<file path="config.mk">
export PLATFORM = sky130hd
export DESIGN_NAME = branch_resolve_flat
export DESIGN_NICKNAME = d
export VERILOG_FILES = /design/src/rtl/branch_resolve_if.sv /design/src/rtl/branch_resolve.sv /design/src/flat_wrapper.sv
export SDC_FILE = /design/constraint.sdc
export NUM_CORES = 1
export LEC_CHECK = 0
export ABC_AREA = 1
export CORE_MARGIN = 2
export CORE_UTILIZATION = 25
export DETAILED_ROUTE_END_ITERATION = 7
export REMOVE_ABC_BUFFERS = 1
export SYNTH_ARGS = -nofsm -noshare
export SYNTH_HDL_FRONTEND = slang
export SYNTH_SLANG_ARGS = --single-unit
</file>
<file path="constraint.sdc">
create_clock -name clk -period 5.7 [get_ports clk]
set_input_delay 0.57 -clock clk [delete_from_list [all_inputs] [get_ports clk]]
set_output_delay 0.57 -clock clk [all_outputs]
set_load 0.005 [all_outputs]
</file>
<file path="src/rtl/branch_resolve_if.sv">
// ============================================================================
//  Module      : branch_resolve_if
//  Description : Execute-stage branch resolution bus: instruction operands in,
//                predictor feedback, fetch redirect and squash control out.
//  Revision    : 1.0 - initial release
// ============================================================================
`default_nettype none

interface branch_resolve_if #(
    parameter int CNT_WIDTH = 32
);
    logic                 en;
    logic                 valid;
    logic [31:0]          pc;
    logic [31:0]          instr;
    logic [31:0]          pred_pc;
    logic [31:0]          rs_data;
    logic [31:0]          rt_data;
    logic                 miss;
    logic [31:0]          last_pc;
    logic [31:0]          last_instr;
    logic                 redirect;
    logic [31:0]          redirect_pc;
    logic                 flush;
    logic [CNT_WIDTH-1:0] branch_count;
    logic [CNT_WIDTH-1:0] miss_count;

    modport master (
        output en, valid, pc, instr, pred_pc, rs_data, rt_data,
        input  miss, last_pc, last_instr, redirect, redirect_pc, flush,
               branch_count, miss_count
    );

    modport slave (
        input  en, valid, pc, instr, pred_pc, rs_data, rt_data,
        output miss, last_pc, last_instr, redirect, redirect_pc, flush,
               branch_count, miss_count
    );
endinterface

`default_nettype wire

</file>
<file path="src/rtl/branch_resolve.sv">
// ============================================================================
//  Module      : branch_resolve
//  Description : Resolves conditional branches in execute, flags mispredicts,
//                redirects fetch and squashes the wrong path for a fixed time.
//  Revision    : 1.0 - initial release
// ============================================================================
`default_nettype none

module branch_resolve #(
    parameter int SQUASH_CYCLES = 2,
    parameter int CNT_WIDTH     = 32
) (
    input  logic              clk,
    input  logic              reset,
    branch_resolve_if.slave   bus
);

    localparam logic [5:0] c_OP_REGIMM = 6'b000001;
    localparam logic [5:0] c_OP_BEQ    = 6'b000100;
    localparam logic [5:0] c_OP_BNE    = 6'b000101;
    localparam logic [5:0] c_OP_BLEZ   = 6'b000110;
    localparam logic [5:0] c_OP_BGTZ   = 6'b000111;
    localparam logic [4:0] c_RT_BLTZ   = 5'b00000;
    localparam logic [4:0] c_RT_BGEZ   = 5'b00001;

    localparam logic [3:0]           c_SQUASH_LOAD = 4'(SQUASH_CYCLES);
    localparam logic [CNT_WIDTH-1:0] c_CNT_MAX     = {CNT_WIDTH{1'b1}};

    typedef enum logic [0:0] {
        S_IDLE   = 1'b0,
        S_SQUASH = 1'b1
    } state_t;

    state_t               r_state;
    logic [3:0]           r_squash_cnt;
    logic                 r_miss;
    logic [31:0]          r_last_pc;
    logic [31:0]          r_last_instr;
    logic                 r_redirect;
    logic [31:0]          r_redirect_pc;
    logic                 r_flush;
    logic [CNT_WIDTH-1:0] r_branch_count;
    logic [CNT_WIDTH-1:0] r_miss_count;

    logic [5:0]  w_op;
    logic [4:0]  w_rt_field;
    logic        w_is_branch;
    logic        w_taken;
    logic [31:0] w_seq;
    logic [31:0] w_target;
    logic [31:0] w_actual;
    logic        w_mispredict;

    assign w_op       = bus.instr[31:26];
    assign w_rt_field = bus.instr[20:16];

    always_comb begin
        w_is_branch = 1'b0;
        w_taken     = 1'b0;
        case (w_op)
            c_OP_BEQ: begin
                w_is_branch = 1'b1;
                w_taken     = (bus.rs_data == bus.rt_data);
            end
            c_OP_BNE: begin
                w_is_branch = 1'b1;
                w_taken     = (bus.rs_data != bus.rt_data);
            end
            c_OP_BLEZ: begin
                w_is_branch = 1'b1;
                w_taken     = ($signed(bus.rs_data) <= 32'sd0);
            end
            c_OP_BGTZ: begin
                w_is_branch = 1'b1;
                w_taken     = ($signed(bus.rs_data) > 32'sd0);
            end
            c_OP_REGIMM: begin
                // Only rt=0/1 are branches; other REGIMM encodings fall through as non-branches.
                if (w_rt_field == c_RT_BLTZ) begin
                    w_is_branch = 1'b1;
                    w_taken     = ($signed(bus.rs_data) < 32'sd0);
                end else if (w_rt_field == c_RT_BGEZ) begin
                    w_is_branch = 1'b1;
                    w_taken     = ($signed(bus.rs_data) >= 32'sd0);
                end
            end
            default: begin
                w_is_branch = 1'b0;
                w_taken     = 1'b0;
            end
        endcase
    end

    assign w_seq        = bus.pc + 32'd4;
    assign w_target     = w_seq + {{14{bus.instr[15]}}, bus.instr[15:0], 2'b00};
    assign w_actual     = w_taken ? w_target : w_seq;
    assign w_mispredict = w_is_branch && (w_actual != bus.pred_pc);

    always_ff @(posedge clk or posedge reset) begin
        if (reset) begin
            r_state        <= S_IDLE;
            r_squash_cnt   <= 4'd0;
            r_miss         <= 1'b0;
            r_last_pc      <= 32'd0;
            r_last_instr   <= 32'd0;
            r_redirect     <= 1'b0;
            r_redirect_pc  <= 32'd0;
            r_flush        <= 1'b0;
            r_branch_count <= '0;
            r_miss_count   <= '0;
        end else if (bus.en) begin
            case (r_state)
                S_IDLE: begin
                    r_redirect <= 1'b0;
                    if (bus.valid) begin
                        r_last_pc    <= bus.pc;
                        r_last_instr <= bus.instr;
                        r_miss       <= w_mispredict;
                        if (w_is_branch && (r_branch_count != c_CNT_MAX)) begin
                            r_branch_count <= r_branch_count + 1'b1;
                        end
                        if (w_mispredict) begin
                            if (r_miss_count != c_CNT_MAX) begin
                                r_miss_count <= r_miss_count + 1'b1;
                            end
                            r_state       <= S_SQUASH;
                            r_squash_cnt  <= c_SQUASH_LOAD;
                            r_redirect    <= 1'b1;
                            r_redirect_pc <= w_actual;
                            r_flush       <= 1'b1;
                        end
                    end else begin
                        r_last_instr <= 32'd0;
                        r_miss       <= 1'b0;
                    end
                end
                S_SQUASH: begin
                    // Wrong-path slot: present a nop to the predictor so it does not train.
                    r_redirect   <= 1'b0;
                    r_last_instr <= 32'd0;
                    r_miss       <= 1'b0;
                    if (r_squash_cnt == 4'd1) begin
                        r_state      <= S_IDLE;
                        r_squash_cnt <= 4'd0;
                        r_flush      <= 1'b0;
                    end else begin
                        r_squash_cnt <= r_squash_cnt - 4'd1;
                    end
                end
            endcase
        end
    end

    assign bus.miss         = r_miss;
    assign bus.last_pc      = r_last_pc;
    assign bus.last_instr   = r_last_instr;
    assign bus.redirect     = r_redirect;
    assign bus.redirect_pc  = r_redirect_pc;
    assign bus.flush        = r_flush;
    assign bus.branch_count = r_branch_count;
    assign bus.miss_count   = r_miss_count;

endmodule

`default_nettype wire

</file>
<file path="src/flat_wrapper.sv">
// flat-port wrapper written by rule: the top's interface ports become plain ports
module branch_resolve_flat 
#(
    parameter int SQUASH_CYCLES = 2,
    parameter int CNT_WIDTH     = 32
)
  (clk, reset, bus_en, bus_valid, bus_pc, bus_instr, bus_pred_pc, bus_rs_data, bus_rt_data, bus_miss, bus_last_pc, bus_last_instr, bus_redirect, bus_redirect_pc, bus_flush, bus_branch_count, bus_miss_count);
  branch_resolve_if #(.CNT_WIDTH(CNT_WIDTH)) bus_i ();
  input  logic clk;
  input  logic reset;
  input wire logic [$bits(bus_i.en)-1:0] bus_en;
  input wire logic [$bits(bus_i.valid)-1:0] bus_valid;
  input wire logic [$bits(bus_i.pc)-1:0] bus_pc;
  input wire logic [$bits(bus_i.instr)-1:0] bus_instr;
  input wire logic [$bits(bus_i.pred_pc)-1:0] bus_pred_pc;
  input wire logic [$bits(bus_i.rs_data)-1:0] bus_rs_data;
  input wire logic [$bits(bus_i.rt_data)-1:0] bus_rt_data;
  output wire logic [$bits(bus_i.miss)-1:0] bus_miss;
  output wire logic [$bits(bus_i.last_pc)-1:0] bus_last_pc;
  output wire logic [$bits(bus_i.last_instr)-1:0] bus_last_instr;
  output wire logic [$bits(bus_i.redirect)-1:0] bus_redirect;
  output wire logic [$bits(bus_i.redirect_pc)-1:0] bus_redirect_pc;
  output wire logic [$bits(bus_i.flush)-1:0] bus_flush;
  output wire logic [$bits(bus_i.branch_count)-1:0] bus_branch_count;
  output wire logic [$bits(bus_i.miss_count)-1:0] bus_miss_count;
  assign bus_i.en = bus_en;
  assign bus_i.valid = bus_valid;
  assign bus_i.pc = bus_pc;
  assign bus_i.instr = bus_instr;
  assign bus_i.pred_pc = bus_pred_pc;
  assign bus_i.rs_data = bus_rs_data;
  assign bus_i.rt_data = bus_rt_data;
  assign bus_miss = bus_i.miss;
  assign bus_last_pc = bus_i.last_pc;
  assign bus_last_instr = bus_i.last_instr;
  assign bus_redirect = bus_i.redirect;
  assign bus_redirect_pc = bus_i.redirect_pc;
  assign bus_flush = bus_i.flush;
  assign bus_branch_count = bus_i.branch_count;
  assign bus_miss_count = bus_i.miss_count;
  branch_resolve #(.SQUASH_CYCLES(SQUASH_CYCLES), .CNT_WIDTH(CNT_WIDTH)) u_core (.clk(clk), .reset(reset), .bus(bus_i));
endmodule
</file>
======== Yosys cells after proc, flatten, opt, wreduce, memory -nomap -nowiden ========
Index checks and enable logic that the tools add are counted.
storage, ports and cells
  register bits after elaboration ......... 168
  bits of input ports ..................... 164
  output and inout port bits .............. 163
  logic and storage cells ................. 69
cells by class
  add/sub/neg operators ................... 5
  magnitude comparators ................... 4
  equal/unequal tests ..................... 15
  muxes and demuxes ....................... 24
  bitwise gates (word level) .............. 1
  reductions and logical operators ........ 10
operators with widths
  kind                     count
  $add A32 B1 Y32 const B  2
  $mux W32                 2
  $ne A32 B32 Y1           2
  $ne A32 B32 Y1 const B   2
  $pmux W32 S2             1
  $add A32 B3 Y32 const B  1
  $add A32 B32 Y32         1
  $eq A32 B32 Y1           1
  $ge A32 B1 Y1 const B    1
  $gt A32 B1 Y1 const B    1
  $le A32 B1 Y1 const B    1
  $lt A32 B1 Y1 const B    1
  $eq A6 B3 Y1 const B     4
  $mux W4                  3
  $reduce_and A4 Y1        3
  $mux W1                  11
  $pmux W1 S2              5
  $pmux W4 S2              1
  $eq A6 B1 Y1 const B     1
  $reduce_and A3 Y1        2
  $eq A5 B1 Y1 const B     1
  $logic_not A5 Y1         1
  $pmux W1 S5              1
  $reduce_and A5 Y1        1
  other kinds (7)          9

======== Longest topological paths before layout ========
Gate-level depths: netlist of the first run.
  word-level depth ........................ 10
  mapped depth ............................ 34
  gate-level depth less buffers ........... 34

======== Worst setup path before layout of the first run ========
Ideal clock, no wire load.
  kind .................................... input -> register
  start ................................... input port bus_pc[2]
  end ..................................... register u_core.r_miss_count[3], in the netlist u_core.bus.miss_count[3]
  setup time .............................. 0.117 ns
  data arrival time ....................... 3.564 ns
  required time ........................... 5.583 ns
  setup slack ............................. 2.019 ns
  stages .................................. 31
  path buffers ............................ 1
  path through ............................ ha_1 > inv_1 > nor2_1 > nand2_1 > nor2_1 > nand4_1 > xor2_1 > inv_1 > ha_1 > nand2_1 > nor2_1 > nand2_1 > nor2_1 > nand2_1 > nand2_1 > nand2_1 > nand2_1 > inv_1 > nand2_1 > nand3_1 > nand2_1 > inv_1 > nand2_1 > nor2_1 > nand2_1 > nor2_1 > a21boi_2 > nand2_4 > buf_4 > nand2_1 > nand2_1
on the way
  cells in the longest elaborated chain, start to end .. 6
ends and longest elaborated chain
  element                        line                   text
  start: declaration             flat_wrapper.sv:13     input wire logic [$bits(bus_i.pc)-1:0] bus_pc;
  $add A32 B3 Y32 *              branch_resolve.sv:94   assign w_seq = bus.pc + 32'd4;
  $add A32 B32 Y32               branch_resolve.sv:95   assign w_target = w_seq + {{14{bus.instr[15]}}, bus.instr[15:0], 2'b00};
  $mux W32 *                     branch_resolve.sv:96   assign w_actual = w_taken ? w_target : w_seq;
  $ne A32 B32 Y1 *               branch_resolve.sv:97   assign w_mispredict = w_is_branch && (w_actual != bus.pred_pc);
  $logic_and A1 B1 Y1 *          branch_resolve.sv:97
  $reduce_and A5 Y1 (no line) *  -
  end signal: assignment         branch_resolve.sv:124  r_miss_count <= r_miss_count + 1'b1;
  end: declaration               branch_resolve.sv:43   logic [CNT_WIDTH-1:0] r_miss_count;
Every way passes the cells marked *; elsewhere a longest branch is shown, timed or not.
A chain may end at the register's enable or synchronous reset.

======== Worst setup path after layout of the first run ========
  start ................................... input port bus_pc[2]
  end ..................................... register u_core.r_miss_count[19], in the netlist u_core.bus.miss_count[19]
Same word-level chain as after synthesis.

==> results.cfg, run 1 <==
[status]
outcome = finished, final reports clean

[pwr]
power_density_mw_per_mm2 = 245
cellLeakagePower_nw = 8.53
peakVddDrop_v = 0.000222

[sta]
fin_skew_ns = 0.00968
finalSetupViolations = 0
relSlewSlack_pct = 31.6
slew_viol_final = 0
hold_viol_final = 0
post-route-period-util_pct = 90.2
worst_pin_slew_ns = 1.01
layout_min_cycle_time_ns = 5.14
hold_slack_ns = 0.475
tns_ns = 0
rsz0062_at_grt = no
fmax_mhz = 194

[die]
dieArea_mm2 = 0.0525
dieHeight_um = 229
coreArea_mm2 = 0.0501
ios = 327
die_w_um = 229
num_rows = 82
initial_utilization_pct = 25.3

[min_path]
min-delay-start = u_core.bus.last_pc[8]$_DFFE_PP0P_
min_path_type = register to register
whs_endpoint = u_core.bus.last_pc[8]$_DFFE_PP0P_
hold_depth = 2

[synth]
synth_compound_area_share_pct = 6.29
synth.area.top_cells = dfrtp_1 (33%), nand2_1 (20%), inv_1 (7.2%)
syn_avg_cell_area_um2 = 6.62
synth_area_leader_cell = dfrtp_1
synth_cells = 1913
netlist_area_mm2 = 0.0127
ys.warnings.count = 0
synth-simple-area-share_pct = 38.8
synth_flop_cell = dfrtp_1
synth.most_common_cell = nand2_1
synth_edf_count = 0
synth_top_family_by_area = simple AND/OR/NAND/NOR gates
synth_cell_types = 47
synthXorXnorAreaFrac_pct = 8.37
synthAdderAreaFrac_pct = 4.21
yosysTopAreaCellShare_pct = 33.0
synthArstFlopShare_pct = 100
ys_seq_elements = 167
synth_common_cells = nand2_1 (690), inv_1 (244), nand3_1 (180)
ys_seq_area_share_pct = 33.0
synth.mux.area_fraction_pct = 0

[setup_path]
max_stage_delay_ns = 0.75
reg2reg_depth = 13
worst_setup_path_end_kind = register
r2r-end = u_core.bus.branch_count[30]$_DFFE_PP0P_
worstSetupPathType = input pin to register
cp.required_ns = 6.13
r2r-start = u_core.bus.branch_count[0]$_DFFE_PP0P_
critPathLaunchType = input pin
worstPathMaxFanout = 25
arrival_ns = 5.57
cp_common_cell = nand2_1
crit_path_top_delay_cell = clkdlybuf4s50_1
r2r_slack_ns = 2.97

[final_layout]
multi_input_area_mm2 = 0.00732
syn_to_final_growth_pct = 37.4
drive_above_1_share_pct = 3.82
fill_cells = 5468
fin_nets = 2447
regArea_mm2 = 0.00418

[global_route]
grt_pass1_wl_um = 78400
grt_antenna_before_repair = 2
overflow = 0
grt_pass1_vias = 13605
grtUsageTotal_pct = 19.7
grt_max_degree = 106

[place]
numPortBuffers = 326
dpl.hpwl_um = 41700
gp_congestion = 0.927

[detailed_routing]
vias = 13366
wl_per_cell_um = 17.4
drt_iter0_drc = 834
vias_per_cell = 4.57
antenna_left = 0
drc = 0
drt_first_pass_iters = 6
wirelength_um = 50900

[cts]
cts-root-buf = clkbuf_16
clock_sinks = 167
clkTransAtPathRegs_ns = 0.07
ctsHtreeMaxLevel = 4
cts_tree = built
cts_buffers = 17
post_cts_buffers = 0
ctsResizeCount = 0
clockBufferDepth = 2
clock_latency_ns = 0.50
ctsHoldBuffers = 0

[job]
max_cap_viol_count = 0
metrics by stage:
| step | utilization (%) | setup slack (ns) | std cells | total power, mW | cell area, µm² |
|---|---|---|---|---|---|
| 2_1_floorplan | - | 0.612 | 1872 | 2.18 | 12400 |
| 3_3_place_gp | 33.5 | 0.0503 | 2894 | 3.04 | 16800 |
| 3_5_place_dp | 33.5 | 0.118 | 2894 | 3.06 | 16800 |
| 4_1_cts | 34.7 | 0.640 | 2926 | 4.35 | 17400 |
| 5_1_grt | 34.7 | 0.140 | 2927 | 4.55 | 17400 |
| 6_report | 34.7 | 0.556 | 2927 | 4.27 | 17400 |
placed cells by master, fill, tap and decap left out, types with 6 or more instances in the layout:
master             n
o21ai_0           52
nor4_1            13
nand3b_1          18
nand4_1           25
nor3_1            34
o21ai_1            6
buf_4             20
ha_1              41
inv_1            243
clkdlybuf4s50_1  326
dfrtp_1          167
nor2_1           169
xnor2_1           48
clkbuf_16         17
nand2_2            8
xor2_1            73
nand3_1          180
a21oi_1           33
nand2_1          690
a22o_1            22
sequential cells by signal, indices dropped and copies added (netlist names):
name                     cells
u_core.bus.branch_count     32
u_core.bus.flush             1
u_core.bus.last_instr       32
u_core.bus.last_pc          32
u_core.bus.miss_count       32
u_core.bus.redirect          1
u_core.bus.redirect_pc      32
u_core.r_squash_cnt          4
u_core.r_state               1
worst max path at each step:
stage / depth (start not counted) / start / slack (ns) / endpoint
2_1_floorplan: 1 / reset / 0.61 / u_core.bus.branch_count[0]$_DFFE_PP0P_
3_3_place_gp: 30 / bus_pc[2] / 0.05 / u_core.bus.miss_count[21]$_DFFE_PP0P_
3_5_place_dp: 30 / bus_pc[2] / 0.12 / u_core.bus.miss_count[27]$_DFFE_PP0P_
4_1_cts: 30 / bus_pc[2] / 0.64 / u_core.bus.miss_count[19]$_DFFE_PP0P_
5_1_grt: 30 / bus_pc[2] / 0.14 / u_core.bus.miss_count[11]$_DFFE_PP0P_
6_report: 30 / bus_pc[2] / 0.56 / u_core.bus.miss_count[19]$_DFFE_PP0P_
layer usage:
layer	routed length [µm]	global-route usage [%]	part of all wire, %
met5	11	0	0.022
met4	1330	6.59	2.6
met3	2740	4.28	5.4
met2	25700	35.6	50
met1	21100	22.9	42
critical path: cells and delay by family:
kind | cells | cell delay, ns
xor gates and xnor gates | 1 | 0.28
and+or+nand+nor | 21 | 2.45
AOI/OAI and AO/OA | 1 | 0.24
adders and majority gates | 2 | 0.62
buffers and inverters | 5 | 1.38
power by group:
part           internal, mW  total [mW]  switching, mW
Clock                 0.641        1.25          0.609
Combinational         0.734        1.46          0.724
Sequential             1.40        1.56          0.157
cell type report:
type	instances	share of cell area (%)
flip-flops and latches	167	24.0
clock inverters	14	1.04
diodes	1	0.0144
well taps	672	4.83
inverters	250	5.42
repair buffers	350	20.1
multi-input cells	1455	42.1
clock buffers	18	2.52
logic make-up after synthesis:
logic type,after synthesis
xor+xnor,121
fa+ha+maj,42
buf+inv,291
flops,167
simple gates,1161
compound gates,131
(Power assumes the default switching activity.)
==> run 2, diff against run 1 <==
--- a/config.mk
+++ b/config.mk
@@ -10,6 +10,7 @@
 export CORE_UTILIZATION = 25
 export DETAILED_ROUTE_END_ITERATION = 7
 export REMOVE_ABC_BUFFERS = 1
+export SLEW_MARGIN = 20
 export SYNTH_ARGS = -nofsm -noshare
 export SYNTH_HDL_FRONTEND = slang
 export SYNTH_SLANG_ARGS = --single-unit
==> constraint.sdc (replaced) <==
create_clock -name clk -period 6.2 [get_ports clk]
set_input_delay 0.62 -clock clk [delete_from_list [all_inputs] [get_ports clk]]
set_output_delay 0.62 -clock clk [all_outputs]
set_load 0.005 [all_outputs]
==> run 2 against run 1 <==
  * Combinational power down 9%
  * Count of clock-buffer cells in the layout unchanged
  * Sequential power decreased by 8%
  * Setup slack improved by 0.36 ns
  * Wire length about the same
  * Clock skew increased by 0.012 ns
  * Clock power down 9.6%
  * Critical path depth rose by 1
  * Register-to-register slack better by 0.43 ns
  * Utilization decreased by 0.17 points
  * Flip-flop and latch count unchanged
==> results.cfg, run 2 (synthesis gave the netlist of run 1 again) <==
[status]
outcome = finished, final reports clean

[cts]
clock_sinks = 167
ctsHtreeMaxLevel = 4
cts-root-buf = clkbuf_16
clock_latency_ns = 0.49
clkTransAtPathRegs_ns = 0.08
clockBufferDepth = 2
post_cts_buffers = 0
cts_buffers = 17
ctsResizeCount = 0
cts_tree = built
ctsHoldBuffers = 0

[setup_path]
cp.required_ns = 6.58
cp_common_cell = nand2_1
r2r-end = u_core.bus.branch_count[31]$_DFFE_PP0P_
critPathCapture = u_core.bus.redirect_pc[5]$_DFFE_PP0P_
startpoint = bus_pc[2]
worstSetupPathType = input pin to register
reg2reg_depth = 14
arrival_ns = 5.67
r2r-start = u_core.r_state$_DFFE_PP0P_
r2r_slack_ns = 3.40
critPathLaunchType = input pin
worst_setup_path_end_kind = register
crit_path_top_delay_cell = clkdlybuf4s50_1
max_stage_delay_ns = 0.72
worstPathMaxFanout = 27

[global_route]
grt_pass1_vias = 13453
overflow = 0
grt_antenna_before_repair = 1
grt_pass1_wl_um = 78000
grtUsageTotal_pct = 19.5
grt_max_degree = 168

[final_layout]
layout_common_cells = nand2_1 (690), clkdlybuf4s50_1 (326), inv_1 (243)
syn_to_final_growth_pct = 36.7
drive_above_1_share_pct = 3.52
layout_commonest_cell = nand2_1
final_util_pct = 34.6
num_antenna_cells = 0
fill_cells = 5525
fin_nets = 2440

[sta]
fmax_mhz = 189
rsz0062_at_grt = no
hold_viol_final = 0
finalSetupViolations = 0
tns_ns = 0
layout_min_cycle_time_ns = 5.29
slew_viol_final = 0
post-route-period-util_pct = 85.3
worst_pin_slew_ns = 1.02
relSlewSlack_pct = 31.8
fin_skew_ns = 0.0213

[pwr]
power_frac_comb_pct = 34.1
cellLeakagePower_nw = 8.48
power.internal_mw = 2.52
power_frac_clock_pct = 29.0
power_density_mw_per_mm2 = 225
power_switching_mw = 1.37
seqPwrFrac_pct = 36.9
swShare_pct = 35.2
peakVddDrop_v = 0.000195

[die]
ios = 327
dieHeight_um = 229
coreArea_mm2 = 0.0501
die_w_um = 229
num_rows = 82
dieArea_mm2 = 0.0525
initial_utilization_pct = 25.3

[detailed_routing]
wl_per_cell_um = 17.4
drt_iter0_drc = 959
drt_first_pass_iters = 7
vias = 13469
drc = 0
antenna_left = 0
vias_per_cell = 4.61
wirelength_um = 50900

[min_path]
min_path_type = register to register
hold_depth = 2
min-delay-start = u_core.bus.redirect_pc[31]$_DFFE_PP0P_

[place]
gp_congestion = 0.963
dpl.hpwl_um = 41300
numPortBuffers = 326

[job]
max_cap_viol_count = 0
[run 2: cell types whose count changed in the layout (fill, tap and decap cells not counted), sizes merged]
cell    previous run  this run
buf               24        17
bufinv             1         0
diode              1         0
inv              255       256
[run 2: layer usage]
| metal | share of wire, % | vias to the layer above | global-route usage (%) |
|---|---|---|---|
| li1 | - | 6681 | - |
| met1 | 43 | 6368 | 23.4 |
| met2 | 51 | 365 | 35.3 |
| met3 | 4.4 | 53 | 3.36 |
| met4 | 2.2 | 2 | 5.86 |
| met5 | 0.022 | - | 0 |
[run 2: per-stage QoR]
stage | cell area (µm²) | hold slack, ns | cells | setup WS [ns] | power (mW)
6_report | 17300 | 0.474 | 2919 | 0.913 | 3.89
5_1_grt | 17300 | 0.500 | 2919 | 0.486 | 4.15
4_1_cts | 17300 | 0.478 | 2919 | 1.01 | 3.97
3_5_place_dp | 16700 | 0.461 | 2887 | 0.482 | 2.80
3_3_place_gp | 16700 | 0.458 | 2887 | 0.465 | 2.79
2_1_floorplan | 12400 | 0.464 | 1872 | 1.06 | 2.01
[run 2: final cells by class]
| type | count | area [µm²] | share of cell area (%) |
|---|---|---|---|
| Clock buffer | 18 | 439 | 2.54 |
| Timing Repair Buffer | 343 | 3420 | 19.7 |
| Clock inverter | 14 | 175 | 1.01 |
| Inverter | 250 | 943 | 5.45 |
| Sequential cell | 167 | 4180 | 24.1 |
| Tap cell | 672 | 841 | 4.86 |
| Multi-Input combinational cell | 1455 | 7320 | 42.3 |
[run 2: power by group through the flow]
stage          sequential, mW  clock, mW  combinational [mW]
2_1_floorplan            1.45          0               0.563
3_3_place_gp             1.45          0                1.34
3_5_place_dp             1.46          0                1.34
4_1_cts                  1.44       1.18                1.35
5_1_grt                  1.47       1.21                1.47
6_report                 1.43       1.13                1.33
[run 2: worst min path at each step]
stage | to | slack [ns]
after floorplan | u_core.bus.flush$_DFFE_PP0P_ | 0.46
after global placement | u_core.bus.last_pc[3]$_DFFE_PP0P_ | 0.46
after detailed placement | u_core.bus.redirect_pc[26]$_DFFE_PP0P_ | 0.46
after CTS | u_core.bus.redirect_pc[26]$_DFFE_PP0P_ | 0.48
after global routing | u_core.bus.redirect_pc[1]$_DFFE_PP0P_ | 0.50
final | u_core.bus.redirect_pc[31]$_DFFE_PP0P_ | 0.47
[run 2: worst max-delay path: cells and delay by family]
| family | cells | cell delay, ns |
|---|---|---|
| adder cells (fa/ha/maj) | 2 | 0.64 |
| AO/OA/AOI/OAI | 1 | 0.15 |
| XOR/XNOR | 1 | 0.25 |
| AND/OR/NAND/NOR | 23 | 2.84 |
| buffers and inverters | 4 | 1.12 |
==> run 3, diff against run 2 <==
--- a/config.mk
+++ b/config.mk
@@ -6,11 +6,13 @@
 export NUM_CORES = 1
 export LEC_CHECK = 0
 export ABC_AREA = 1
-export CORE_MARGIN = 2
-export CORE_UTILIZATION = 25
+export CORE_MARGIN = 4
+export CORE_UTILIZATION = 45
 export DETAILED_ROUTE_END_ITERATION = 7
+export PLACE_DENSITY = 0.75
 export REMOVE_ABC_BUFFERS = 1
 export SLEW_MARGIN = 20
 export SYNTH_ARGS = -nofsm -noshare
 export SYNTH_HDL_FRONTEND = slang
 export SYNTH_SLANG_ARGS = --single-unit
+export TNS_END_PERCENT = 5
==> run 3 against run 2 <==
  * Critical path depth shrank 3
  * Sequential power is essentially flat
  * First-iteration DRC count shrank 3.0%
  * Final cell count shrank 10%
  * Die area shrank 41%
  * Register-to-register slack is essentially flat
  * Count of clock-buffer cells in the layout shrank 1
  * Power shrank 0.93%
  * Cell area shrank 2.7%
  * Critical path type unchanged
  * Largest cell class unchanged
  * Largest power group unchanged
  * Highest routed layer unchanged
==> results.cfg, run 3 (synthesis gave the netlist of run 1 again) <==
[status]
outcome = finished, final reports clean

[detailed_routing]
antenna_left = 0
drt_iter0_drc = 930
wl_per_cell_um = 17.0
wirelength_um = 44400
vias = 13454
drt_first_pass_iters = 6
drc = 0
vias_per_cell = 5.14

[pwr]
fin_total_pwr_mw = 3.85
power_density_mw_per_mm2 = 229
cellLeakagePower_nw = 8.43
peakVddDrop_v = 0.000139

[die]
dieHeight_um = 176
num_rows = 61
coreArea_mm2 = 0.0278
die_w_um = 176
initial_utilization_pct = 45.6
ios = 327
dieArea_mm2 = 0.0309

[setup_path]
arrival_ns = 5.48
cp_common_cell = nand2_1
crit_path_top_delay_cell = clkdlybuf4s50_1
worstPathMaxFanout = 31
worstSetupPathType = input pin to register
cpLargestDelayFamily = simple AND/OR/NAND/NOR gates
max_stage_delay_ns = 0.61
cp.required_ns = 6.58
critPathLaunchType = input pin
r2r-start = u_core.bus.miss_count[5]$_DFFE_PP0P_
startpoint = bus_pc[2]
worst_setup_path_end_kind = register
crit_buf_inv = 3

[cts]
cts_buffers = 17
post_cts_buffers = 0
clkTransAtPathRegs_ns = 0.09
cts-root-buf = clkbuf_16
clockBufferDepth = 2
clock_latency_ns = 0.44
ctsHoldBuffers = 0
ctsResizeCount = 0
clock_sinks = 167
ctsHtreeMaxLevel = 4
cts_tree = built

[place]
numPortBuffers = 326
dp_cells = 2585
dpl.hpwl_um = 35700
gp_congestion = 0.966

[global_route]
overflow = 0
grt_pass1_vias = 13294
grt_max_degree = 65
grt_antenna_before_repair = 1
grtUsageTotal_pct = 28.3
grt_pass1_wl_um = 70000

[sta]
hold_slack_ns = 0.475
slew_viol_final = 0
finalSetupViolations = 0
layout_min_cycle_time_ns = 5.10
relSlewSlack_pct = 29.6
tns_ns = 0
worst_pin_slew_ns = 1.04
post-route-period-util_pct = 82.3
hold_viol_final = 0
fmax_mhz = 196
fin_skew_ns = 0.0176
rsz0062_at_grt = no

[min_path]
min_path_type = register to register
min-delay-start = u_core.bus.redirect_pc[19]$_DFFE_PP0P_

[final_layout]
syn_to_final_growth_pct = 33.0
finalNonFillerCells = 2617
layout_commonest_cell = nand2_1
fin_nets = 2432
num_antenna_cells = 0
fill_cells = 2664
drive_above_1_share_pct = 3.17
layout_common_cells = nand2_1 (690), clkdlybuf4s50_1 (326), inv_1 (243)

[job]
max_cap_viol_count = 0
[run 3: cell types whose count changed in the layout (fill, tap and decap cells not counted), sizes merged]
cell and change:
clkinv +1, inv +1, clkinvlp -1, clkbuf -1, buf -8
[run 3: layer usage]
layer / GRT usage [%] / wire length, µm / vias up
met5: 0 / 13 / -
met4: 9.68 / 1500 / 2
met3: 4.26 / 2550 / 82
met2: 49.3 / 21600 / 441
met1: 35.9 / 18800 / 6263
li1: - / - / 6666
[run 3: where the power goes]
part | leakage [nW] | internal, mW | switching (mW) | total, mW
clock | 0.291 | 0.549 | 0.563 | 1.11
sequential | 2.19 | 1.29 | 0.140 | 1.43
combinational | 5.95 | 0.666 | 0.645 | 1.31
total | 8.43 | 2.51 | 1.35 | 3.85
[run 3: path summary, 6_finish.rpt]
| kind | end | slack, ns | depth (start not counted) |
|---|---|---|---|
| min | u_core.bus.redirect_pc[19]$_DFFE_PP0P_ | 0.48 | 2 |
| max in group asynchronous | u_core.bus.last_pc[13]$_DFFE_PP0P_ | 4.42 | 3 |
| min reg2reg | u_core.bus.redirect_pc[19]$_DFFE_PP0P_ | 0.48 | 2 |
| max | u_core.bus.redirect_pc[11]$_DFFE_PP0P_ | 1.10 | 28 |
| max reg2reg | u_core.bus.miss_count[2]$_DFFE_PP0P_ | 3.41 | 11 |
| min in group asynchronous | u_core.bus.redirect_pc[0]$_DFFE_PP0P_ | 0.59 | 2 |
[run 3: final cells by class]
class | instances | area, µm² | share of cell area [%]
flip-flops and latches | 167 | 4180 | 24.8
clock inverters | 15 | 175 | 1.04
well taps | 378 | 473 | 2.81
clock buffers | 17 | 425 | 2.53
inverters | 250 | 943 | 5.60
multi-input cells | 1455 | 7320 | 43.4
repair buffers | 335 | 3330 | 19.8
[run 3: worst reg2reg max path, stage by stage, from the launching register on]
cell and delay, ns:
dfrtp_1 0.44, inv_1 0.14, nor3_1 0.25, nand2_1 0.19, nor2_1 0.24, inv_1 0.13, nor2_1 0.34, a2111oi_4 0.13
buf_4 0.27, nand2_4 0.37, nand2_1 0.12, o21ai_1 0.10
[run 3: metrics by stage]
stage	worst slack, ns	area (µm²)	util [%]
after floorplan	1.06	12400	-
after global placement	0.722	16200	58.5
after detailed placement	0.711	16200	58.5
after CTS	1.15	16800	60.6
after global routing	0.552	16800	60.6
final	1.10	16800	60.6
